<file path="src/rtl/core101_mem_pkg.sv">
// Shared types for the Core101 memory port arbiter.
// FSM state, grant identity and default abort limit.
package core101_mem_pkg;

  typedef enum logic [1:0] {
    S_IDLE      = 2'd0,
    S_BUSY_INS  = 2'd1,
    S_BUSY_DATA = 2'd2,
    S_RESP      = 2'd3
  } state_e;

  typedef enum logic {
    GRANT_INS  = 1'b0,
    GRANT_DATA = 1'b1
  } grant_e;

  localparam int TIMEOUT_CYCLES_DEF = 255;

endpackage

</file>
<file path="src/rtl/rr_arb2.sv">
// Two-way round-robin picker; bit 0 is fetch, bit 1 is data.
// On a tie the side that was not served last wins.
module rr_arb2
  import core101_mem_pkg::*;
(
  input  logic [1:0] req,
  input  grant_e     last_grant,
  output logic [1:0] grant,
  output logic       grant_valid
);

  always_comb begin
    grant = 2'b00;
    priority case (1'b1)
      (req == 2'b11):
        grant = (last_grant == GRANT_DATA) ? 2'b01 : 2'b10;
      req[0]: grant = 2'b01;
      req[1]: grant = 2'b10;
      default: grant = 2'b00;
    endcase
  end

  assign grant_valid = |req;

endmodule

</file>
<file path="src/rtl/mem_port_arbiter.sv">
// Shares one memory port between Core101 fetch and data sides.
// Optional memory-wait abort: define MEM_ARB_TIMEOUT_EN.
module mem_port_arbiter
  import core101_mem_pkg::*;
#(
  parameter int XLEN           = 32,
  parameter int TIMEOUT_CYCLES = TIMEOUT_CYCLES_DEF
) (
  input  logic            clock_in,
  input  logic            reset_in,
  input  logic            ins_req_valid_in,
  input  logic [XLEN-1:0] ins_req_addr_in,
  output logic            ins_req_ready_out,
  output logic [XLEN-1:0] ins_req_data_out,
  input  logic            data_req_valid_in,
  input  logic            data_req_write_in,
  input  logic [XLEN-1:0] data_req_addr_in,
  input  logic [XLEN-1:0] data_req_wdata_in,
  output logic            data_req_ready_out,
  output logic [XLEN-1:0] data_req_rdata_out,
  output logic            mem_valid_out,
  output logic            mem_write_out,
  output logic [XLEN-1:0] mem_addr_out,
  output logic [XLEN-1:0] mem_data_out,
  input  logic [XLEN-1:0] mem_data_in,
  input  logic            mem_ready_in,
  output logic            timeout_err_out
);

  localparam logic [15:0] TMO_LIM = 16'(TIMEOUT_CYCLES - 1);

  state_e          state_q, state_d;
  grant_e          last_q, last_d;
  logic            mv_q, mv_d;
  logic            mw_q, mw_d;
  logic [XLEN-1:0] ma_q, ma_d;
  logic [XLEN-1:0] md_q, md_d;
  logic            irdy_q, irdy_d;
  logic [XLEN-1:0] idat_q, idat_d;
  logic            drdy_q, drdy_d;
  logic [XLEN-1:0] ddat_q, ddat_d;
  logic            tmo_q, tmo_d;
  logic [1:0]      gnt;
  logic            gnt_v;
  logic            expired;
  logic [XLEN-1:0] rdata;

`ifdef MEM_ARB_TIMEOUT_EN
  logic [15:0] cnt_q, cnt_d;
`else
  logic unused_tmo;
  assign unused_tmo = ^TMO_LIM;
`endif

  rr_arb2 u_rr (
    .req         ({data_req_valid_in, ins_req_valid_in}),
    .last_grant  (last_q),
    .grant       (gnt),
    .grant_valid (gnt_v)
  );

  always_comb begin
    state_d = state_q;
    last_d  = last_q;
    mv_d    = mv_q;
    mw_d    = mw_q;
    ma_d    = ma_q;
    md_d    = md_q;
    idat_d  = idat_q;
    ddat_d  = ddat_q;
    irdy_d  = 1'b0;
    drdy_d  = 1'b0;
    tmo_d   = 1'b0;
`ifdef MEM_ARB_TIMEOUT_EN
    cnt_d   = cnt_q;
    expired = !mem_ready_in && (cnt_q == TMO_LIM);
`else
    expired = 1'b0;
`endif
    rdata = expired ? '0 : mem_data_in;
    unique case (state_q)
      S_IDLE: begin
        if (gnt_v) begin
          state_d = gnt[1] ? S_BUSY_DATA : S_BUSY_INS;
          last_d  = gnt[1] ? GRANT_DATA : GRANT_INS;
          mv_d    = 1'b1;
          mw_d    = gnt[1] & data_req_write_in;
          ma_d    = gnt[1] ? data_req_addr_in
                           : ins_req_addr_in;
          if (gnt[1]) md_d = data_req_wdata_in;
`ifdef MEM_ARB_TIMEOUT_EN
          cnt_d = '0;
`endif
        end
      end
      S_BUSY_INS, S_BUSY_DATA: begin
        if (mem_ready_in || expired) begin
          state_d = S_RESP;
          mv_d    = 1'b0;
          mw_d    = 1'b0;
          tmo_d   = expired;
          if (state_q == S_BUSY_INS) begin
            idat_d = rdata;
            irdy_d = 1'b1;
          end else begin
            ddat_d = rdata;
            drdy_d = 1'b1;
          end
        end else begin
`ifdef MEM_ARB_TIMEOUT_EN
          cnt_d = cnt_q + 16'd1;
`endif
        end
      end
      S_RESP: state_d = S_IDLE;
      default: state_d = S_IDLE;
    endcase
  end

  always_ff @(posedge clock_in or posedge reset_in) begin
    if (reset_in) begin
      state_q <= S_IDLE;
      last_q  <= GRANT_DATA;
      mv_q    <= 1'b0;
      mw_q    <= 1'b0;
      ma_q    <= '0;
      md_q    <= '0;
      irdy_q  <= 1'b0;
      idat_q  <= '0;
      drdy_q  <= 1'b0;
      ddat_q  <= '0;
      tmo_q   <= 1'b0;
`ifdef MEM_ARB_TIMEOUT_EN
      cnt_q   <= '0;
`endif
    end else begin
      state_q <= state_d;
      last_q  <= last_d;
      mv_q    <= mv_d;
      mw_q    <= mw_d;
      ma_q    <= ma_d;
      md_q    <= md_d;
      irdy_q  <= irdy_d;
      idat_q  <= idat_d;
      drdy_q  <= drdy_d;
      ddat_q  <= ddat_d;
      tmo_q   <= tmo_d;
`ifdef MEM_ARB_TIMEOUT_EN
      cnt_q   <= cnt_d;
`endif
    end
  end

  assign ins_req_ready_out  = irdy_q;
  assign ins_req_data_out   = idat_q;
  assign data_req_ready_out = drdy_q;
  assign data_req_rdata_out = ddat_q;
  assign mem_valid_out      = mv_q;
  assign mem_write_out      = mw_q;
  assign mem_addr_out       = ma_q;
  assign mem_data_out       = md_q;
  assign timeout_err_out    = tmo_q;

endmodule

</file>
<file path="config.mk">
export PLATFORM = sky130hd
export DESIGN_NAME = mem_port_arbiter
export DESIGN_NICKNAME = d
export VERILOG_FILES = /design/src/rtl/core101_mem_pkg.sv /design/src/rtl/rr_arb2.sv /design/src/rtl/mem_port_arbiter.sv
export SDC_FILE = /design/constraint.sdc
export NUM_CORES = 1
export LEC_CHECK = 0
export CORE_MARGIN = 3
export CORE_UTILIZATION = 44
export DETAILED_ROUTE_END_ITERATION = 8
export PLACE_DENSITY = 0.86
export SLEW_MARGIN = 20
export SYNTH_ARGS = -nofsm -noshare
export SYNTH_HDL_FRONTEND = slang
export SYNTH_SLANG_ARGS = --single-unit
</file>
<file path="constraint.sdc">
create_clock -name clock_in -period 7.9 [get_ports clock_in]
set_clock_uncertainty 0.2 [all_clocks]
set_input_delay 1.58 -clock clock_in [delete_from_list [all_inputs] [get_ports clock_in]]
set_output_delay 1.58 -clock clock_in [all_outputs]
set_load 0.05 [all_outputs]
</file>
==> metrics.txt <==
status finished, final reports clean; largest net degree at the start of global routing 70; PortBufs 265; Synth Cell Area 0.005487 sq mm; antenna violations before repair 0; First DRT Iteration DRCs 217; Rel. slew slack 27.40%; RSZ-0062 raised after global routing no; FF+latch count, synth 135; Worst Setup Start Kind primary input; Yosys cell types 26; n_diodes 0; CTS root buf clkbuf_16; Die ar. 0.01385 sq mm; Setup TNS 0 ps; Final Hold Fails 0; Max-Cap Viols 0; Area Growth Syn to Fin 61.82%; Tot Pwr ~4.9 mW; post-synthesis mux area share 22.26%; Async SR Flop Fraction 100.0%; layout cells sized above 1 around a fifth; first-pass GRT wire length 24.58 mm; drt wl/cell 17.81 microns; CP Data Required Time 7980 ps; worst stage delay on the critical path 820 ps; peak supply drop 0.2484 mV; Post-DRT Antenna Nets 0; Final nets ~800; cell taking the most area after synthesis dfrtp_1; Global Route Usage Sum 22.37%; Power Dens Cells 548.5 mW/mm^2; EDFF count, synth 0; cts repair resizes 0; Cell Area, Placed 0.008244 sq mm; global placer's final weighted congestion 0.8377; hpwl dp 10.96 mm; Die H roughly 120 microns; simple-gate share of the synthesized area a little over 7%; drt total wl 15.30 mm; clk slew on worst S/H paths around 60 ps; min-delay worst type reg -> reg; Seq/Total Area, Yosys 61.60%; final instance area slightly below 0.009 sq mm; adder-cell share of the synthesized area 0.6842%; worst path bufs/invs 1; post-CTS setup buffers 0; Tcrit/Tclk final between 50% and 60%; H-tree depth 4; chip width 117.7 microns; Area contributors post-synth dfrtp_1, mux2_2, mux2_4, nand2_1, a31oi_1; core box area 0.01211 sq mm; Setup crit end kind flip-flop; clock tree buffer depth 2; syn nets 552; crit-path cells clkdlybuf4s50_1 > a21boi_4 > nand2_2 > mux2_4; Via density 4.915; Most used DFF post-synth dfrtp_1; commonest cells in the netlist dfrtp_1, mux2_2, nand2_1; compound-gate portion of the synthesized area 5.314%; vias in the first global route 4652; most frequent cell after synthesis dfrtp_1; Top delay family on crit path simple AND/OR/NAND/NOR gates; DRC errors left 0; Hold Buf Count CTS 0; I/O pin cnt ~270; Setup CP Type in -> reg; main combinational cell family by area after synthesis multiplexers; routed via count ~4200; Synth top area share 61.12%; P_leak 3.855 nW; Slew Viols, Final 0; starting density of the core 45.30%; Cells after Synth 415; crit path DAT 4270 ps; CTS tree built; post-synthesis xor/xnor area fraction 0%; crit path max-delay cell type nand2_2; crit-path max FO 36; row count 40; TritonRoute pass-1 iters 5; Fillers 802; worst-margin pin slew ~1100 ps; Worst-Skew Late Latency slightly above 400 ps; Num Clock Sinks between 100 and 150; mean post-synth cell area 13.22 sq um; Synth warnings 0; CTS buffer count 17; min Tclk post-route 4186 ps; maximum clock frequency 238.9 MHz; grt ovf 0; final setup vio count 0
==> cell type report <==
cell class	instances	area, sq um	area share, %
Sequential cell	135	3379	38.06
Clock inverter	14	188.9	2.128
Clock buffer	18	439.2	4.946
Timing Repair Buffer	268	2675	30.13
Multi-Input combinational cell	248	1953	22.00
Tap cell	168	210.2	2.368
Inverter	8	32.53	0.3664
==> state kept, by name (all words and copies together) (netlist names) <==
name / cells
ins_req_data_out: 32
mem_write_out: 1
data_req_rdata_out: 32
mem_valid_out: 1
data_req_ready_out: 1
last_q: 1
state_q: 2
mem_addr_out: 32
mem_data_out: 32
ins_req_ready_out: 1
==> per-layer routing <==
metal | vias to the layer above | wire length, microns | GRT usage (%)
met1 | 2027 | 5794 | 25.22
met4 | 0 | 376 | 7.619
met3 | 27 | 1289 | 8.073
met2 | 217 | 7836 | 39.27
li1 | 1951 | - | -
met5 | - | 0 | 0
==> power by group <==
part / internal [mW] / switching (mW)
registers: 1.05 / 0.201
logic: 1.04 / 1.75
clock network: 0.516 / 0.316
==> stage by stage <==
step | worst slack, ps | std cells | hold slack [ps] | util, %
after floorplan | 2511 | 415 | 290.2 | -
after global placement | 3447 | 827 | 285.9 | 68.07
after detailed placement | 3324 | 827 | 294.1 | 68.07
after CTS | 3728 | 859 | 305.2 | 73.25
after global routing | 3551 | 859 | 315.2 | 73.31
final | 3714 | 859 | 302.5 | 73.31
==> layout by cell type (no fill, tap or decap), drive strengths merged <==
cell,instances
clkbuf,18
mux2i,2
clkinvlp,2
nor2,34
a21boi,1
o2bb2ai,2
a31oi,33
a21oi,2
nor2b,1
o21ai,1
a21bo,1
mux2,97
a22oi,1
dfrtp,134
buf,3
a22o,1
o21a,1
nand3b,1
bufinv,3
clkdlybuf4s50,265
nand2,66
clkinv,2
conb,1
inv,15
ha,3
dfstp,1
==> logic make-up after synthesis <==
group,Yosys count
muxes,99
DFF,135
AOI/OAI and AO/OA,43
adders and majority gates,3
buffers and inverters,32
other,1
and+or+nand+nor,102
==> path summary, 6_finish.rpt <==
kind | start | end | slack, ps | depth (start not counted)
setup / recovery | data_req_valid_in | mem_data_out[14] | 3710 | 4
hold / removal | data_req_rdata_out[15] | data_req_rdata_out[15] | 300 | 1
setup reg to reg | last_q | mem_data_out[14] | 5090 | 3
hold reg to reg | data_req_rdata_out[15] | data_req_rdata_out[15] | 300 | 1
max in group asynchronous | reset_in | data_req_rdata_out[4] | 4630 | 3
min in group asynchronous | reset_in | mem_data_out[11] | 1500 | 2
Note: power is estimated with default switching activity, not from simulation.
